File: src/rtl/vga_scroll_pattern.sv
// Scrolling test-pattern generator: per-frame scroll offset with four patterns.
// Define VGA_SCROLL_PINGPONG_EN for bouncing scroll; default build wraps around.
module vga_scroll_pattern #(
  parameter int COLOR_BITS = 2,
  parameter int OFFSET_W   = 8,
  parameter int TILE_LOG2  = 5
) (
  input  logic                  clk,
  input  logic                  reset,
  input  logic [9:0]            hpos,
  input  logic [9:0]            vpos,
  input  logic                  display_on,
  input  logic                  vsync,
  input  logic [1:0]            mode,
  input  logic [3:0]            speed,
  input  logic                  pause,
  output logic [COLOR_BITS-1:0] r,
  output logic [COLOR_BITS-1:0] g,
  output logic [COLOR_BITS-1:0] b,
  output logic                  frame_tick,
  output logic [OFFSET_W-1:0]   offset,
  output logic                  dir
);

  logic                  vsync_d;
  logic [1:0]            mode_lat;
  logic [OFFSET_W-1:0]   offset_nxt;
  logic                  dir_nxt;
  logic [9:0]            x_eff_p0;
  logic [9:0]            y_eff_p0;
  logic                  pat_bit_p0;
  logic [COLOR_BITS-1:0] r_p0;
  logic [COLOR_BITS-1:0] g_p0;
  logic [COLOR_BITS-1:0] b_p0;

`ifdef VGA_SCROLL_PINGPONG_EN
  localparam logic [11:0] OFF_MAX = 12'((1 << OFFSET_W) - 1);

  // Forward step saturating at the top of the range; MSB of result is the new dir.
  function automatic logic [OFFSET_W:0] fwd_step(input logic [OFFSET_W-1:0] off,
                                                 input logic [3:0] spd);
    logic [11:0] sum;
    sum = 12'(off) + 12'(spd);
    if (sum >= OFF_MAX) fwd_step = {1'b1, OFFSET_W'(OFF_MAX)};
    else                fwd_step = {1'b0, OFFSET_W'(sum)};
  endfunction

  function automatic logic [OFFSET_W:0] rev_step(input logic [OFFSET_W-1:0] off,
                                                 input logic [3:0] spd);
    if (12'(off) <= 12'(spd)) rev_step = {1'b0, {OFFSET_W{1'b0}}};
    else                      rev_step = {1'b1, OFFSET_W'(12'(off) - 12'(spd))};
  endfunction
`endif

  function automatic logic tile_bit(input logic [9:0] v);
    tile_bit = v[TILE_LOG2];
  endfunction

  function automatic logic [COLOR_BITS-1:0] top_bits(input logic [9:0] v);
    top_bits = v[9 -: COLOR_BITS];
  endfunction

  always_comb begin
    offset_nxt = offset;
    dir_nxt    = dir;
    if (!(pause || speed == 4'd0)) begin
`ifdef VGA_SCROLL_PINGPONG_EN
      if (!dir) {dir_nxt, offset_nxt} = fwd_step(offset, speed);
      else      {dir_nxt, offset_nxt} = rev_step(offset, speed);
`else
      offset_nxt = OFFSET_W'(12'(offset) + 12'(speed));
`endif
    end
  end

  // Frame control: vsync is only ever sampled, never used as a clock.
  always_ff @(posedge clk) begin
    if (reset) begin
      vsync_d    <= 1'b1;
      frame_tick <= 1'b0;
      offset     <= '0;
      dir        <= 1'b0;
      mode_lat   <= 2'd0;
    end else begin
      vsync_d    <= vsync;
      frame_tick <= vsync & ~vsync_d;
      if (frame_tick) begin
        offset   <= offset_nxt;
        dir      <= dir_nxt;
        mode_lat <= mode;
      end
    end
  end

  // Stage p0: scrolled coordinates and pattern selection
  assign x_eff_p0 = hpos + 10'(offset);
  assign y_eff_p0 = vpos + 10'(offset);

  always_comb begin
    pat_bit_p0 = 1'b0;
    r_p0       = '0;
    g_p0       = '0;
    b_p0       = '0;
    case (mode_lat)
      2'd0: pat_bit_p0 = tile_bit(x_eff_p0);
      2'd1: pat_bit_p0 = tile_bit(x_eff_p0) ^ tile_bit(y_eff_p0);
      2'd2: pat_bit_p0 = tile_bit(y_eff_p0);
      default: pat_bit_p0 = 1'b0;
    endcase
    if (mode_lat == 2'd3) begin
      r_p0 = top_bits(x_eff_p0);
      g_p0 = top_bits(vpos);
      b_p0 = offset[OFFSET_W-1 -: COLOR_BITS];
    end else begin
      r_p0 = {COLOR_BITS{pat_bit_p0}};
      g_p0 = {COLOR_BITS{pat_bit_p0}};
      b_p0 = {COLOR_BITS{pat_bit_p0}};
    end
    if (!display_on) begin
      r_p0 = '0;
      g_p0 = '0;
      b_p0 = '0;
    end
  end

  // Stage p1: registered colour outputs
  always_ff @(posedge clk) begin
    if (reset) begin
      r <= '0;
      g <= '0;
      b <= '0;
    end else begin
      r <= r_p0;
      g <= g_p0;
      b <= b_p0;
    end
  end

endmodule

File: config.mk
export PLATFORM = sky130hd
export DESIGN_NAME = vga_scroll_pattern
export DESIGN_NICKNAME = d
export VERILOG_FILES = /design/src/rtl/vga_scroll_pattern.sv
export SDC_FILE = /design/constraint.sdc
export NUM_CORES = 1
export LEC_CHECK = 0
export ABC_AREA = 1
export CORE_MARGIN = 3
export CORE_UTILIZATION = 40
export DETAILED_ROUTE_END_ITERATION = 8
export GPL_TIMING_DRIVEN = 0
export PLACE_DENSITY = 0.73
export SLEW_MARGIN = 20
export SYNTH_ARGS = -nofsm -noshare
export SYNTH_HDL_FRONTEND = slang
export SYNTH_SLANG_ARGS = --single-unit
export TNS_END_PERCENT = 5
File: constraint.sdc
create_clock -name clk -period 2.2 [get_ports clk]
set_input_delay 0.22 -clock clk [delete_from_list [all_inputs] [get_ports clk]]
set_output_delay 0.22 -clock clk [all_outputs]
set_load 0.05 [all_outputs]
# --- Word level (Yosys, flattened, before mapping) ---
# Index checks and enable logic that the tools add are counted.
word_totals:
  register_bits: 18
  inputBits: 31
  out_inout_bits: 16
op_classes:
  addsub: 3
  n_eq_ne: 3
  muxes: 4
  n_bitwise: 5
  reduce_logical: 5
ops:
  columns: ["operator", "n"]
  rows:
  - ["adder 10 x 8 -> 10 bit", 1]
  - ["adder 8 x 4 -> 8 bit", 1]
  - ["adder 6 bit", 1]
  - ["two-way mux 2 bit", 3]
  - ["equality test 2 bit, second input constant", 2]
  - ["zero test 4 bit", 1]
  - ["inverter 1 bit", 3]
  - ["case mux 1 bit (3 select lines)", 1]
  - ["equality test 2 x 1 -> 1 bit, second input constant", 1]
  - ["zero test 2 bit", 1]
  - ["AND reduction 2 bit", 1]
  - ["OR reduction 2 bit", 1]
  - ["AND 1 bit", 1]
  - ["logical OR 1 bit", 1]
  - ["XOR 1 bit", 1]

# --- Depth between registers and ports, before layout ---
# Gate-level depths: netlist of run 1.
depth:
  depth_word: 4
  ltp_mapped: 11
  depth_no_buf: 11

# --- Least setup slack after synthesis of run 1 ---
# OpenSTA, ideal clock, no wires.
synth_timing:
  path_type: "reg2reg"
  startpoint: "register offset[0]"
  endpoint: "register offset[6]"
  setup_ns: 0.117
  arrival_ns: 1.859
  required_time_ns: 2.083
  slack_ns: 0.224
  stages_incl_launch_ff: 10
  synth_period_minus_slack_ns: 1.976
  path_cell_list: "dfxtp_1 ha_1 inv_1 fa_1 nor2_1 a211oi_1 nor3_2 nand3_1 nand2_1 nor2_1"
synth_between:
  elab_chain_cells: 1
synth_lines:
  columns: ["element", "line_no", "rtl"]
  rows:
  - ["from (decl)", "21", "output logic [OFFSET_W-1:0] offset,"]
  - ["from (signal assigned)", "88", "offset <= offset_nxt;"]
  - ["adder 8 x 4 -> 8 bit", "71", "offset_nxt = OFFSET_W'(12'(offset) + 12'(speed));"]
# No other way between the ends.
# A chain may end at the register's enable or synchronous reset.

# --- Worst setup path after layout of run 1 ---
layout_timing:
  startpoint: "register offset[4]"
  endpoint: "output offset[4]"
# No word-level cell between the ends.

==> results of run 1 <==
==> per-layer routing <==
layer  up-vias  wire length (µm)
met5         -                 0
met3         4               137
li1        692                 -
met2        26              1580
met1       597              1360
met4         0                27
==> through the flow <==
step / hold WS (ps) / setup slack (ps) / area [µm²]
detailed placement: 397 / 159 / 1750
global route: 418 / 260 / 1770
floorplan: 289 / 224 / 1260
CTS: 412 / 342 / 1770
global placement: 383 / 216 / 1750
finish: 409 / 336 / 1770
==> cell usage after synthesis <==
| cell | count | area share |
|---|---|---|
| nand2_2 | 4 | 0.020 |
| nand3b_1 | 2 | 0.012 |
| a22oi_1 | 1 | 0.0059 |
| dfxtp_1 | 18 | 0.29 |
| nand4_1 | 7 | 0.035 |
| buf_6 | 1 | 0.0089 |
| buf_4 | 1 | 0.0059 |
| inv_2 | 2 | 0.0059 |
| nor3_1 | 3 | 0.012 |
| nand3_1 | 8 | 0.032 |
| a211oi_1 | 1 | 0.0059 |
| nor2_1 | 18 | 0.053 |
| inv_1 | 22 | 0.065 |
| xor2_1 | 2 | 0.014 |
| o21ai_0 | 8 | 0.032 |
| nand3_2 | 2 | 0.016 |
| nor3_2 | 1 | 0.0079 |
| conb_1 | 1 | 0.0030 |
| a21oi_1 | 16 | 0.063 |
| a21oi_2 | 2 | 0.014 |
| ha_1 | 15 | 0.15 |
| a21o_1 | 2 | 0.012 |
| nand2_1 | 43 | 0.13 |
| fa_1 | 1 | 0.016 |
==> path summary, 6_finish.rpt <==
check | startpoint | to | depth (start not counted)
worst max-delay path | offset[4]$_SDFFE_PP0P_ | offset[4] | 1
worst min-delay path | vsync_d$_SDFF_PP1_ | frame_tick$_SDFF_PP0_ | 1
worst max register to register | offset[0]$_SDFFE_PP0P_ | offset[6]$_SDFFE_PP0P_ | 9
worst min register to register | vsync_d$_SDFF_PP1_ | frame_tick$_SDFF_PP0_ | 1
==> cell type report <==
type | instances | area (µm²)
flip-flops and latches | 18 | 360
repair buffers | 43 | 430
well taps | 42 | 52.6
inverters | 24 | 90.1
fillers | 284 | 1110
plain buffers | 2 | 18.8
clock buffers | 3 | 22.5
multi-input cells | 137 | 795
==> sequential cells by signal (all words and copies together) (netlist names) <==
name        count
b               2
frame_tick      1
g               2
mode_lat        2
offset          8
r               2
vsync_d         1
==> report_power, final <==
group	internal, W	total [W]	switching [W]
logic	0.0000832	0.000171	0.0000881
registers	0.000336	0.000343	0.00000672
clock network	0.0000638	0.000164	0.000101
total	0.000483	0.000678	0.000195
==> kinds of logic (layout without fill, tap and decap cells) <==
logic type                 after synthesis  after routing  share of synthesized area
and+or+nand+nor                         88             88                      0.315
DFF                                     18             18                      0.285
other                                    1              1                    0.00297
adders and majority gates               16             16                      0.164
buffers and inverters                   26             72                     0.0861
AOI/OAI and AO/OA                       30             30                      0.133
xor gates and xnor gates                 2              2                     0.0139
==> flow_summary.yaml, run 1 <==
yosys:
  ys_seq_area_frac: 0.285
  yosysWarnings: 0
  syn_avg_cell_area_um2: 6.98
  syn_area_mm2: 0.00126
  yosys_register_bits: 18
  postSynthCellCount: 181
  ys_types: 24
  syn-num-nets: 228
timing:
  skew_ps: 13.1
  period_share: 0.847
  min_period_ps: 1860
  relSlewSlack: 0.660
  finalHoldViolations: 0
  final-setup-viol-count: 0
  rsz0062_at_grt: "no"
  fmax_mhz: 537
  slew_violations: 0
  fin_setup_tns_ps: 0
  tightest_slew_ps: 509
route:
  wirelength_um: 3110
  drtAntennaViolNets: 0
  first_iter_violations: 23
  vias_per_cell: 4.90
  vias: 1319
  dr.pass1.iters: 4
  wl_per_cell_um: 11.6
  drc: 0
final_layout:
  finalNetCount: 276
  n_antenna_cell: 0
  drive_gt1_frac: 0.0705
  final_util: 0.615
  area_delta_synth_final_pct: 40.0
  final_cells: 269
  final_cell_mix: "43 x nand2_1, 43 x clkdlybuf4s50_1, 22 x inv_1, 18 x nor2_1, 18 x dfxtp_1"
critical_path:
  crit_fanout: 7
  crit_arrival_ps: 1640
  worstPathCellList: "clkdlybuf4s50_1"
  endpoint_kind: "primary output"
  start_kind: "register"
  crit_family: "buffers and inverters"
  path_buf_inv: 1
  critPathSlowestCell: "clkdlybuf4s50_1"
  cpPeakStageDelay_ps: 860
  regToRegSetupSlack_ps: 430
  crit_required_ps: 1980
  crit_type: "reg2out"
clock_network:
  cts_max_path_buffers: 2
  cts_root_buffer: "clkbuf_4"
  clock-sinks: 18
  ctsHoldBuffers: 0
  cts_resized: 0
  cts_tree: "yes"
  cts-buffers-inserted: 3
  clk_pin_slew_ps: 110
  htree_levels: 1
  insertion_delay_ps: 300
  post_cts_buffers: 0
grt:
  grt_pass1_wl_um: 5400
  met1_usage: 0.180
  grt_max_degree: 11
  antenna_found_initial: 0
  first_global_vias: 1325
  overflow: 0
  gr-usage-met2: 0.320
  gr-max-usage-layer: "met2"
  grt_use_total: 0.169
  use_met3: 0.0450
placed_design:
  dp.cells: 266
  port_buffers: 43
  gp_congestion: 0.750
  hpwl_um: 2580
run_status:
  status: "completed"
worst_hold_path:
  hp-class: "reg2reg"
floorplanning:
  core_mm2: 0.00288
  pin_count: 47
  initial_core_util: 0.439
  rows: 19
  dieWidth_um: 62.2
  die_h_um: 62.2
  die_area_mm2: 0.00387
pwr:
  p_leak_nw: 0.836
  p_per_area_mw_per_mm2: 383
  finalPower_w: 0.000678
  vdd_ir_drop_max_v: 0.000308
job:
  cap_viol_max_count: 0
No activity file was read; power rests on OpenSTA's default activity.
==> inputs of run 2 (changes only) <==
clock period = 1.8 ns   (was 2.2 ns; I/O delays follow)
==> run 2 against run 1 <==
Against the previous run: first-iteration DRC count grew to 3.2 times the previous value; sequential cell count stayed put; largest cell class unchanged; critical endpoint is now offset[0]; non-clock buffer count is 2 higher; utilization is 1.8 points higher.
==> flow_summary.yaml, run 2 (synthesis gave the netlist of run 1 again) <==
run_status:
  status: "completed"
final_layout:
  final_common_cell: "nand2_1"
  n_antenna_cell: 0
  largest_register_ffs: 8
  drive_gt1_frac: 0.126
  final_util: 0.633
  final_cells: 272
  final_cell_mix: "43 x nand2_1, 39 x clkdlybuf4s50_1, 22 x inv_1, 17 x nor2_1"
  area_delta_synth_final_pct: 44.2
  finalNetCount: 278
  top_register: "offset"
grt:
  grt_pass1_wl_um: 5530
  grt_max_degree: 11
  antenna_found_initial: 0
  overflow: 0
  grt_use_total: 0.173
  first_global_vias: 1343
route:
  wirelength_um: 3330
  dr.pass1.iters: 4
  first_iter_violations: 74
  wl_per_cell_um: 12.3
  drtAntennaViolNets: 0
  vias_per_cell: 5.04
  vias: 1370
  drc: 0
critical_path:
  regToRegSetupSlack_ps: 90
  crit_required_ps: 1620
  r2r-end: "offset[6]$_SDFFE_PP0P_"
  ff2ff_path_depth: 9
  start_kind: "register"
  reg2reg_from: "offset[0]$_SDFFE_PP0P_"
  crit_arrival_ps: 1570
  endpoint_kind: "primary output"
  crit_fanout: 5
  crit_type: "reg2out"
floorplanning:
  dieWidth_um: 62.2
  core_mm2: 0.00288
  rows: 19
  initial_core_util: 0.439
  die_h_um: 62.2
  pin_count: 47
  die_area_mm2: 0.00387
clock_network:
  cts-buffers-inserted: 3
  cts_tree: "yes"
  cts_max_path_buffers: 2
  clock-sinks: 18
  htree_levels: 1
  clk_pin_slew_ps: 110
  cts_root_buffer: "clkbuf_4"
  insertion_delay_ps: 300
timing:
  fmax_mhz: 570
  relSlewSlack: 0.648
  finalHoldViolations: 0
  period_share: 0.974
  whs_ps: 400
  fin_setup_tns_ps: 0
  slew_violations: 0
  min_period_ps: 1750
  tightest_slew_ps: 526
  final-setup-viol-count: 0
  skew_ps: 5.46
  rsz0062_at_grt: "yes"
worst_hold_path:
  min_from: "vsync_d$_SDFF_PP1_"
  min_to: "frame_tick$_SDFF_PP0_"
  whs_path_depth: 1
  hp-class: "reg2reg"
pwr:
  finalPower_w: 0.000896
  p_leak_nw: 0.876
  vdd_ir_drop_max_v: 0.000345
  p_per_area_mw_per_mm2: 492
placed_design:
  hpwl_um: 2590
  port_buffers: 43
  dp.cells: 266
  gp_congestion: 0.763
job:
  cap_viol_max_count: 0
-- run 2: repair_timing --
item,in CTS,in global routing
resized for setup,4,10
hold buffers,0,0
endpoints found under the setup margin,4,8
cloned,0,0
pin swaps,0,3
setup buffers,0,2
-- run 2: worst max-delay path, cell delays in order, from the launching register on --
cell and delay (ps):
dfxtp_4 380, buf_4 100, clkdlybuf4s50_1 790
-- run 2: layout make-up --
class	instances	area, µm²
well taps	42	52.6
plain buffers	2	18.8
repair buffers	45	440
multi-input cells	137	815
flip-flops and latches	18	369
inverters	24	90.1
fillers	270	1050
clock buffers	4	36.3
-- run 2: worst max-delay path by stage --
stage	to	depth (start not counted)	slack (ps)	from
6_report	offset[0]	2	50	offset[0]$_SDFFE_PP0P_
3_5_place_dp	offset[6]$_SDFFE_PP0P_	10	-190	speed[0]
5_1_grt	offset[6]$_SDFFE_PP0P_	9	-30	offset[0]$_SDFFE_PP0P_
3_3_place_gp	offset[6]$_SDFFE_PP0P_	10	-140	speed[0]
2_1_floorplan	b[0]$_SDFF_PP0_	9	-60	offset[4]$_SDFFE_PP0P_
4_1_cts	offset[2]	1	10	offset[2]$_SDFFE_PP0P_
-- run 2: per-stage QoR --
stage / setup slack, ps / area (µm²)
2_1_floorplan: -63.4 / 1270
3_3_place_gp: -138 / 1750
3_5_place_dp: -187 / 1750
4_1_cts: 14.5 / 1780
5_1_grt: -27.6 / 1820
6_report: 46.7 / 1820
-- run 2: where the power goes --
group	total (W)	internal (W)	leakage (nW)	switching, W
registers	0.000418	0.000410	0.149	0.00000807
clock network	0.000261	0.000123	0.0210	0.000138
logic	0.000217	0.000104	0.706	0.000113
-- run 2: metal layers --
metal  GRT usage  vias to the layer above  wire (µm)
met5           0                        -          0
li1            -                      695          -
met4      0.0608                        0         77
met2       0.321                       53       1710
met1       0.197                      613       1360
met3      0.0306                        9        187
==> inputs of run 3 (changes only) <==
CORE_MARGIN = 2   (was 3)
SLEW_MARGIN = 10   (was 20)
==> run 3 against run 2 <==
Against the previous run: final area is 0.96% lower; final cell count stayed put; via count is 4.1% lower; sequential cell count stayed put; total power is 1.6% lower; global-route usage is 0.058 points higher; routed wire length is 13% lower; die area is 6.3% lower; non-clock buffer count is 2 lower; utilization is 3.7 points lower; largest cell class unchanged.
==> flow_summary.yaml, run 3 (synthesis gave the netlist of run 1 again) <==
run_status:
  status: "completed"
clock_network:
  clk_pin_slew_ps: 110
  insertion_delay_ps: 300
  ctsHoldBuffers: 0
  clock-sinks: 18
  cts_tree: "yes"
  htree_levels: 1
  cts-buffers-inserted: 3
  cts_max_path_buffers: 2
  cts_root_buffer: "clkbuf_4"
grt:
  gr-usage-met2: 0.301
  use_met3: 0.0303
  gr-max-usage-layer: "met2"
  grt_pass1_wl_um: 4770
  antenna_found_initial: 0
  first_global_vias: 1174
  grt_max_degree: 11
  grt_use_total: 0.173
  overflow: 0
  met1_usage: 0.215
placed_design:
  hpwl_um: 2290
  port_buffers: 43
  dp.cells: 268
  gp_congestion: 0.762
  preCtsSetupSlack_ps: -172
final_layout:
  final_cell_mix: "43 x nand2_1, 38 x clkdlybuf4s50_1, 22 x inv_1, 18 x nor2_1"
  area_delta_synth_final_pct: 42.8
  n_fill_cell: 293
  finalNetCount: 276
  drive_gt1_frac: 0.101
  final_util: 0.596
  final_cells: 272
  top_register: "offset"
  largest_register_ffs: 8
  n_antenna_cell: 0
  final_common_cell: "nand2_1"
timing:
  min_period_ps: 1710
  whs_ps: 401
  final-setup-viol-count: 0
  period_share: 0.947
  rsz0062_at_grt: "yes"
  tightest_slew_ps: 505
  skew_ps: 3.96
  finalHoldViolations: 0
  relSlewSlack: 0.662
  finalWorstSetupSlack_ps: 94.8
  fmax_mhz: 586
  slew_violations: 0
route:
  drtAntennaViolNets: 0
  wirelength_um: 2900
  drc: 0
  vias: 1314
  wl_per_cell_um: 10.7
  vias_per_cell: 4.83
  first_iter_violations: 64
  dr.pass1.iters: 5
floorplanning:
  core_mm2: 0.00303
  die_area_mm2: 0.00362
  rows: 20
  pin_count: 47
  dieWidth_um: 60.2
  initial_core_util: 0.417
  die_h_um: 60.2
pwr:
  finalPower_w: 0.000881
  p_int_w: 0.000636
  vdd_ir_drop_max_v: 0.000292
  combPwrFrac: 0.238
  swShare: 0.279
  power.switching_w: 0.000246
  p_per_area_mw_per_mm2: 489
  power_frac_clock: 0.288
  seq_power_share: 0.475
  p_leak_nw: 0.926
critical_path:
  reg2reg_from: "offset[0]$_SDFFE_PP0P_"
  endpoint_kind: "primary output"
  critPathSlowestCell: "clkdlybuf4s50_1"
  crit_fanout: 3
  critPathLaunch: "offset[5]$_SDFFE_PP0P_"
  path_buf_inv: 1
  worstPathCellList: "clkdlybuf4s50_1"
  cpPeakStageDelay_ps: 830
  crit_family: "buffers and inverters"
  crit_arrival_ps: 1530
  start_kind: "register"
  crit_required_ps: 1620
  crit_type: "reg2out"
worst_hold_path:
  hp-class: "reg2reg"
  min_from: "vsync_d$_SDFF_PP1_"
job:
  cap_viol_max_count: 0
==> run 3: changes by cell type in the layout (fill, tap and decap cells not counted), sizes merged <==
cell and delta:
buf -2, dlymetal6s2s +4, clkdlybuf4s50 -1, dlygate4sd2 -3
==> run 3: path summary, 6_finish.rpt <==
check                                               to  slack (ps)  cells after the start
worst max-delay path                         offset[5]          90                      1
worst min register to register   frame_tick$_SDFF_PP0_         400                      1
worst min-delay path             frame_tick$_SDFF_PP0_         400                      1
worst max register to register  offset[6]$_SDFFE_PP0P_         130                      9
==> run 3: routing by layer <==
metal / part of all wire / vias up / wire, µm
li1: - / 696 / -
met1: 0.48 / 588 / 1390
met2: 0.47 / 26 / 1360
met3: 0.039 / 4 / 113
met4: 0.0090 / 0 / 26
met5: 0 / - / 0
==> run 3: layout make-up <==
class,count,area [µm²],area share
Buffer,2,18.8,0.0104
Clock buffer,4,36.3,0.0201
Inverter,24,90.1,0.0499
Multi-Input combinational cell,137,798,0.442
Sequential cell,18,367,0.203
Tap cell,44,55.1,0.0305
Timing Repair Buffer,43,439,0.243
==> run 3: stage by stage <==
stage          setup TNS, ps  cell area, µm²
6_report                   0            1800
3_5_place_dp            -573            1750
3_3_place_gp            -439            1750
5_1_grt                -22.7            1800
2_1_floorplan           -380            1270
4_1_cts                    0            1790
==> run 3: power groups by stage <==
| stage | clock network, W | registers (W) | logic, W |
|---|---|---|---|
| final | 0.000253 | 0.000418 | 0.000210 |
| after global routing | 0.000277 | 0.000420 | 0.000229 |
| after CTS | 0.000256 | 0.000419 | 0.000209 |
| after detailed placement | 0 | 0.000428 | 0.000208 |
| after global placement | 0 | 0.000427 | 0.000206 |
| after floorplan | 0 | 0.000460 | 0.0000763 |
==> run 3: repair_timing <==
item,4_1_cts,5_1_grt
hold endpoints to repair,0,0
gates resized for setup,1,8
buffers inserted,0,0
cloned,0,0
setup endpoints to repair,1,11
